File: config.mk
export PLATFORM = sky130hd
export DESIGN_NAME = uart_tx_flat
export DESIGN_NICKNAME = d
export VERILOG_FILES = /design/src/rtl/uart_tx_if.sv /design/src/rtl/uart_tx.sv /design/src/flat_wrapper.sv
export SDC_FILE = /design/constraint.sdc
export NUM_CORES = 1
export LEC_CHECK = 0
export ABC_AREA = 1
export BUFFER_PORTS_ARGS = -buffer_cell sky130_fd_sc_hd__buf_2
export CORE_MARGIN = 10
export CORE_UTILIZATION = 45
export DETAILED_ROUTE_END_ITERATION = 8
export GPL_TIMING_DRIVEN = 0
export PLACE_DENSITY = 0.6
export SLEW_MARGIN = 20
export SYNTH_ARGS = -nofsm -noshare
export SYNTH_HDL_FRONTEND = slang
export SYNTH_SLANG_ARGS = --single-unit
File: constraint.sdc
create_clock -name clk_i -period 5 [get_ports clk_i]
set_input_delay 1.25 -clock clk_i [delete_from_list [all_inputs] [get_ports clk_i]]
set_output_delay 1.25 -clock clk_i [all_outputs]
set_load 0.01 [all_outputs]
File: src/rtl/uart_tx_if.sv
// uart_tx_if: byte valid/ready handshake between a producer and the UART transmitter
interface uart_tx_if;
    logic [7:0] data_i;
    logic       valid_i;
    logic       ready_o;
    modport master (output data_i, valid_i, input ready_o);
    modport slave (input data_i, valid_i, output ready_o);
endinterface

File: src/rtl/uart_tx.sv
// uart_tx: FIFO-buffered 8-bit serial transmitter with optional parity and 1 or 2 stop bits
module uart_tx #(
    parameter int   CLK_FREQ   = 25000000,
    parameter int   BAUD_RATE  = 115200,
    parameter logic IF_PARITY  = 1'b0,
    parameter logic PARITY_ODD = 1'b0,
    parameter int   STOP_BITS  = 1,
    parameter int   FIFO_DEPTH = 4
) (
    input  logic                        clk_i,
    input  logic                        rst_i,
    uart_tx_if.slave                    bus,
    output logic                        tx_o,
    output logic                        busy_o,
    output logic [$clog2(FIFO_DEPTH):0] level_o
);
    localparam int BAUD_DIV = CLK_FREQ / BAUD_RATE;
    localparam int BW = BAUD_DIV > 1 ? $clog2(BAUD_DIV) : 1;
    localparam int AW = $clog2(FIFO_DEPTH);
    localparam logic [BW-1:0] BAUD_LAST = BW'(BAUD_DIV - 1);
    localparam logic [2:0] STOP_LAST = 3'(STOP_BITS - 1);
    localparam logic [2:0] IDLE = 3'd0, START = 3'd1, DATA = 3'd2, PARITY = 3'd3, STOP = 3'd4;

    logic [7:0]    mem [FIFO_DEPTH];
    logic [AW-1:0] wr_ptr, rd_ptr;
    logic [2:0]    state;
    logic [BW-1:0] baud_cnt;
    logic [2:0]    bit_cnt;
    logic [7:0]    shift;
    logic          parity;
    logic          push, pop, bit_end, frame_end;

    assign bus.ready_o = !rst_i && (level_o < (AW+1)'(FIFO_DEPTH));
    assign push = bus.valid_i && bus.ready_o;
    assign bit_end = baud_cnt == BAUD_LAST;
    assign frame_end = state == STOP && bit_end && bit_cnt == STOP_LAST;
    assign pop = |level_o && (state == IDLE || frame_end);

    // Byte storage; entries are only read while level_o says they hold data, so no reset
    always_ff @(posedge clk_i)
        if (push) mem[wr_ptr] <= bus.data_i;

    // FIFO pointers and occupancy; a simultaneous push and pop leaves the level unchanged
    always_ff @(posedge clk_i)
        if (rst_i) begin
            wr_ptr  <= '0;
            rd_ptr  <= '0;
            level_o <= '0;
        end else begin
            wr_ptr  <= wr_ptr + AW'(push);
            rd_ptr  <= rd_ptr + AW'(pop);
            level_o <= level_o + (AW+1)'(push) - (AW+1)'(pop);
        end

    // Frame sequencer; the last stop cycle pops straight into START so queued frames abut
    always_ff @(posedge clk_i)
        if (rst_i) begin
            state    <= IDLE;
            baud_cnt <= '0;
            bit_cnt  <= '0;
            shift    <= '0;
            parity   <= 1'b0;
        end else begin
            baud_cnt <= (state == IDLE || bit_end) ? '0 : baud_cnt + 1'b1;
            if (pop) begin
                shift  <= mem[rd_ptr];
                parity <= ^mem[rd_ptr] ^ PARITY_ODD;
            end else if (state == DATA && bit_end) begin
                shift <= shift >> 1;
            end
            case (state)
                IDLE:    if (pop) state <= START;
                START:   if (bit_end) state <= DATA;
                DATA:    if (bit_end) begin
                    bit_cnt <= bit_cnt + 1'b1;
                    if (bit_cnt == 3'd7) state <= IF_PARITY ? PARITY : STOP;
                end
                PARITY:  if (bit_end) state <= STOP;
                STOP:    if (bit_end) begin
                    bit_cnt <= frame_end ? '0 : bit_cnt + 1'b1;
                    if (frame_end) state <= pop ? START : IDLE;
                end
                default: state <= IDLE;
            endcase
        end

    // Line level and busy flag follow the state one cycle later, keeping tx_o a pure register
    always_ff @(posedge clk_i)
        if (rst_i) begin
            tx_o   <= 1'b1;
            busy_o <= 1'b0;
        end else begin
            tx_o   <= state == START ? 1'b0 : state == DATA ? shift[0] : state == PARITY ? parity : 1'b1;
            busy_o <= state != IDLE || |level_o;
        end
endmodule

File: src/flat_wrapper.sv
// flat-port wrapper written by rule: the top's interface ports become plain ports
module uart_tx_flat 
#(
    parameter int   CLK_FREQ   = 25000000,
    parameter int   BAUD_RATE  = 115200,
    parameter logic IF_PARITY  = 1'b0,
    parameter logic PARITY_ODD = 1'b0,
    parameter int   STOP_BITS  = 1,
    parameter int   FIFO_DEPTH = 4
)
  (clk_i, rst_i, tx_o, busy_o, level_o, bus_data_i, bus_valid_i, bus_ready_o);
  uart_tx_if bus_i ();
  input  logic clk_i;
  input  logic rst_i;
  output logic tx_o;
  output logic busy_o;
  output logic [$clog2(FIFO_DEPTH):0] level_o;
  input wire logic [$bits(bus_i.data_i)-1:0] bus_data_i;
  input wire logic [$bits(bus_i.valid_i)-1:0] bus_valid_i;
  output wire logic [$bits(bus_i.ready_o)-1:0] bus_ready_o;
  assign bus_i.data_i = bus_data_i;
  assign bus_i.valid_i = bus_valid_i;
  assign bus_ready_o = bus_i.ready_o;
  uart_tx #(.CLK_FREQ(CLK_FREQ), .BAUD_RATE(BAUD_RATE), .IF_PARITY(IF_PARITY), .PARITY_ODD(PARITY_ODD), .STOP_BITS(STOP_BITS), .FIFO_DEPTH(FIFO_DEPTH)) u_core (.clk_i(clk_i), .rst_i(rst_i), .bus(bus_i), .tx_o(tx_o), .busy_o(busy_o), .level_o(level_o));
endmodule
== Yosys cells after proc, flatten, opt, wreduce, memory -nomap -nowiden ==
Memories as Yosys holds them, arrays and structs flattened. A register that Yosys moved wholly into a read port is not among the register bits.
Cells that the tools add are included.

* Memory bits (writable): 32
* Input port bits: 11
* Register bits: 32
* Word-level logic and storage cells: 72
* Memories kept: 1

{| class="wikitable"
|+ Memories
! name !! words !! width !! read ports !! clocked after memory_dff !! write ports !! RTL line !! source
|-
| u_core.mem || 4 || 8 || 1 || 1 || 1 || uart_tx.sv:24 || <nowiki>logic [7:0] mem [FIFO_DEPTH];</nowiki>
|}

* Muxes and demuxes: 21
* Order comparisons: 1
* Equal/unequal tests: 13
* Add/subtract/negate cells: 6
* Reduce and logical (&&, ||, !) cells: 20

{| class="wikitable"
|+ Operators by type and width
! operator !! number
|-
| 3-bit two-way mux || 10
|-
| 8-bit two-way mux || 2
|-
| 3-bit case mux with 5 select lines || 1
|-
| 2-bit by 1-bit != test with 1-bit output, second input constant || 6
|-
| 8-bit by 1-bit adder with 8-bit output, second input constant || 1
|-
| 8-bit == test, second input constant || 1
|-
| 8-bit parity || 1
|-
| 7-bit AND reduction || 1
|-
| 3-bit by 2-bit == test with 1-bit output, second input constant || 2
|-
| 3-bit == test, second input constant || 2
|-
| 1-bit logical AND || 6
|-
| 3-bit logical NOT || 2
|-
| 1-bit two-way mux || 6
|-
| 3-bit case mux with 2 select lines || 1
|-
| 2-bit by 1-bit adder with 2-bit output || 2
|-
| 2-bit nonzero test || 2
|-
| 3-bit by 1-bit adder with 3-bit output || 1
|-
| 3-bit by 1-bit adder with 3-bit output, second input constant || 1
|-
| 3-bit by 1-bit == test with 1-bit output, second input constant || 1
|-
| 1-bit logical OR || 3
|-
| 3-bit less-than comparator, second input constant || 1
|-
| 3-bit AND reduction || 1
|-
| 3-bit nonzero test || 1
|-
| 3-bit OR reduction || 1
|-
| 5 further kinds || 5
|}

== Longest topological paths before layout ==
* Depth in word-level cells: 9
* Gate-level depth with buffers: 16
* Depth with buffers taken out: 16

== Least setup slack after synthesis ==
OpenSTA, ideal clock, no wires.

* Path kind: input to output
* From: input rst_i
* To: output bus_ready_o
* Arrival time: 1436 ps
* Stages: 1
* Setup slack: 2314 ps
* Path buffers: 0
* Required time: 3750 ps
* Path through: nor2_1

* Cells in the longest elaborated chain, start to end: 2

{| class="wikitable"
|+ RTL lines
! item !! RTL line !! source
|-
| start: declaration || flat_wrapper.sv:14 || <nowiki>input logic rst_i;</nowiki>
|-
| 1-bit logical NOT || uart_tx.sv:33 || <nowiki>assign bus.ready_o = !rst_i && (level_o < (AW+1)'(FIFO_DEPTH));</nowiki>
|-
| 1-bit logical AND || uart_tx.sv:33 ||
|-
| end: declaration || flat_wrapper.sv:20 || <nowiki>output wire logic [$bits(bus_i.ready_o)-1:0] bus_ready_o;</nowiki>
|}

No other way between the ends.

== Final worst setup path ==
Same ends and word-level chain as after synthesis.

==> impl_results.md <==
- Slew Viols, Final: 0
- Clk_skew: 6.951 ps
- Pin count of the biggest net entering global routing: 13
- Worst path required time: 3750 ps
- Cts bufs inserted: 9
- Clock-pin slew on the worst setup and hold paths: 70 ps
- Top cells by area, synth: edfxtp_1 32%, dfxtp_1 22%, nand2_1 14%
- Slew @ Worst Pin: 840.1 ps
- Die area: 0.01027 sq mm
- Status: complete, no violations
- DPL Wire Length: 3934 um
- Antenna cells: 0
- Die Wd: 101.3 um
- Initial drt markers: 100
- Post-Syn Instances: 346
- Routed len/inst: 11.84 um
- Endpoints failing setup: 0
- Lkg Pwr: 0.001431 uW
- Yosys top cell by area: edfxtp_1
- Crit path DAT: 1630 ps
- Commonest non-fill, non-tap cell in the layout: nand2_1
- Final period util: 0.5755
- Final Util: 0.5278
- Yosys cell types: 32
- Slew headroom: 0.4369
- Core Box Area: 0.006386 sq mm
- Yosys reg bits: 64
- Critical-path maximum fanout: 4
- Post_cts resized: 0
- Routed vias: 2,193
- Mapped cell area: 0.002978 sq mm
- NumNets Final: 392
- Via-to-Cell Ratio: 4.820
- Vias in the first global route: 2,091
- Post-CTS setup buffers: 0
- TNS Setup: 0 ps
- Die span in y: 101.3 um
- Unrepaired setup endpoints after global routing: false
- # clock sinks: 64
- Post-synth EDFFs: 32
- Area growth, synth to finish: 13.19%
- Min Tclk post-route: 2878 ps
- Synth top area share: 0.3227
- First-pass GRT wire length: 9390 um
- Placer Congestion: 0.7931
- Syn Area/Cell: 8.607 sq um
- Critical path capture point type: output port
- Power Density: 517.4 mW/mm^2
- CTS max path bufs: 2
- Max Clk Rate: 347.5 MHz
- Initial antenna violation count: 0
- Hold Vio Cnt, Final: 0
- Ys Warns: 0
- HP Class: reg -> reg
- Hold Path Depth: 1
- Detailed-router iteration count before antenna repair: 4
- Worst vdd ir: 0.0003385 V
- CTS root buf: clkbuf_8
- Number of H-tree levels: 3
- Synth Net Count: 365
- Layout fillers: 614
- DR DRC count: 0
- Critical path class: in -> out
- Synth async-reset ratio: 0
- Commonest cells after routing, fill and taps aside: 110 x nand2_1, 40 x nand3_1, 35 x inv_1
- Antenna-violating nets left: 0
- CP startpoint kind: input pin
- Total power after layout: 1744 uW
- Cell depth of the worst flop-to-flop path: 16
- PortBufs: 16
- Layout cell share with drive strength beyond 1: 0.1481
- Post-synthesis sequential area ratio: 0.5378
- Drt total wl: 5388 um
- Post-cts hold buffer count: 0
- I/O pin cnt: 17
- Top FF cell, synth: edfxtp_1
- Max_cap viols: 0
- Initial Utilization: 0.4663
- Clock Latency Late Sink: 340 ps
- Grt ovf: 0
- CTS tree: built
- Rows: 29
- GRT Total Usage: 0.1149
## path summary, 6_finish.rpt
kind                            from                  to  slack (ps)
setup / recovery               rst_i         bus_ready_o        2120
hold / removal    u_core.baud_cnt[0]  u_core.baud_cnt[0]         470
setup reg to reg  u_core.baud_cnt[0]   u_core.level_o[2]        2540
hold reg to reg   u_core.baud_cnt[0]  u_core.baud_cnt[0]         470
## cell type report
| class | count | area [sq um] | area share |
|---|---|---|---|
| timing repair buffer | 16 | 80.08 | 0.02376 |
| buffer | 8 | 58.81 | 0.01745 |
| sequential | 64 | 1602 | 0.4751 |
| clock buffer | 9 | 123.9 | 0.03675 |
| inverter | 38 | 147.6 | 0.04380 |
| tap | 77 | 96.34 | 0.02858 |
| clock inverter | 7 | 72.57 | 0.02153 |
| multi-input combinational | 236 | 1190 | 0.3530 |
## synthesized netlist by cell type (2+ instances only)
cell type,count
o21ai_0,5
xnor2_1,3
nand2_4,2
dfxtp_1,32
nand2_2,3
buf_6,3
clkbuf_1,2
xor2_1,4
nand2_1,110
nor3_1,8
inv_1,35
a31oi_1,7
edfxtp_1,32
nor2_1,26
ha_1,7
a21oi_1,10
nor2_4,2
nand3_1,40
buf_2,2
## kinds of logic after synthesis
| group | after synthesis | share of synthesized area |
|---|---|---|
| simple gates | 195 | 0.2853 |
| flops | 64 | 0.5378 |
| buf+inv | 46 | 0.06933 |
| compound gates | 26 | 0.05084 |
| fa+ha+maj | 8 | 0.03613 |
| xor+xnor | 7 | 0.02059 |
## through the flow
stage	cells	hold WS (ps)	worst slack (ps)	area (sq um)
final	455	468.2	2122	3371
after global routing	455	498.2	2084	3371
after floorplan	346	429.7	2314	2978
after CTS	455	469.7	2115	3371
after detailed placement	439	452.3	2117	3174
after global placement	439	447.1	1928	3154
## state kept, by name (all words and copies together) (netlist names)
| register | count |
|---|---|
| u_core.level_o | 3 |
| u_core.parity | 1 |
| u_core.busy_o | 1 |
| u_core.state | 3 |
| u_core.shift | 8 |
| u_core.baud_cnt | 8 |
| u_core.wr_ptr | 2 |
| u_core.tx_o | 1 |
| u_core.mem | 32 |
| u_core.rd_ptr | 2 |
| u_core.bit_cnt | 3 |
## layer usage
layer  up-vias  global-route usage  share of wire
li1       1188                   -              -
met1       968              0.1381           0.48
met2        30              0.1821           0.47
met3         7             0.03676          0.043
met4         0             0.05573          0.016
met5         -                   0              0
## critical path, cell delays in order
cell and delay [ps]:
buf_2 120, nor2_1 110, buf_2 150
## report_power, final
part / total, uW / internal [uW] / switching (uW)
sequential: 674 / 627 / 47.2
clock: 434 / 230 / 205
combinational: 636 / 236 / 399
(Power assumes the default switching activity.)
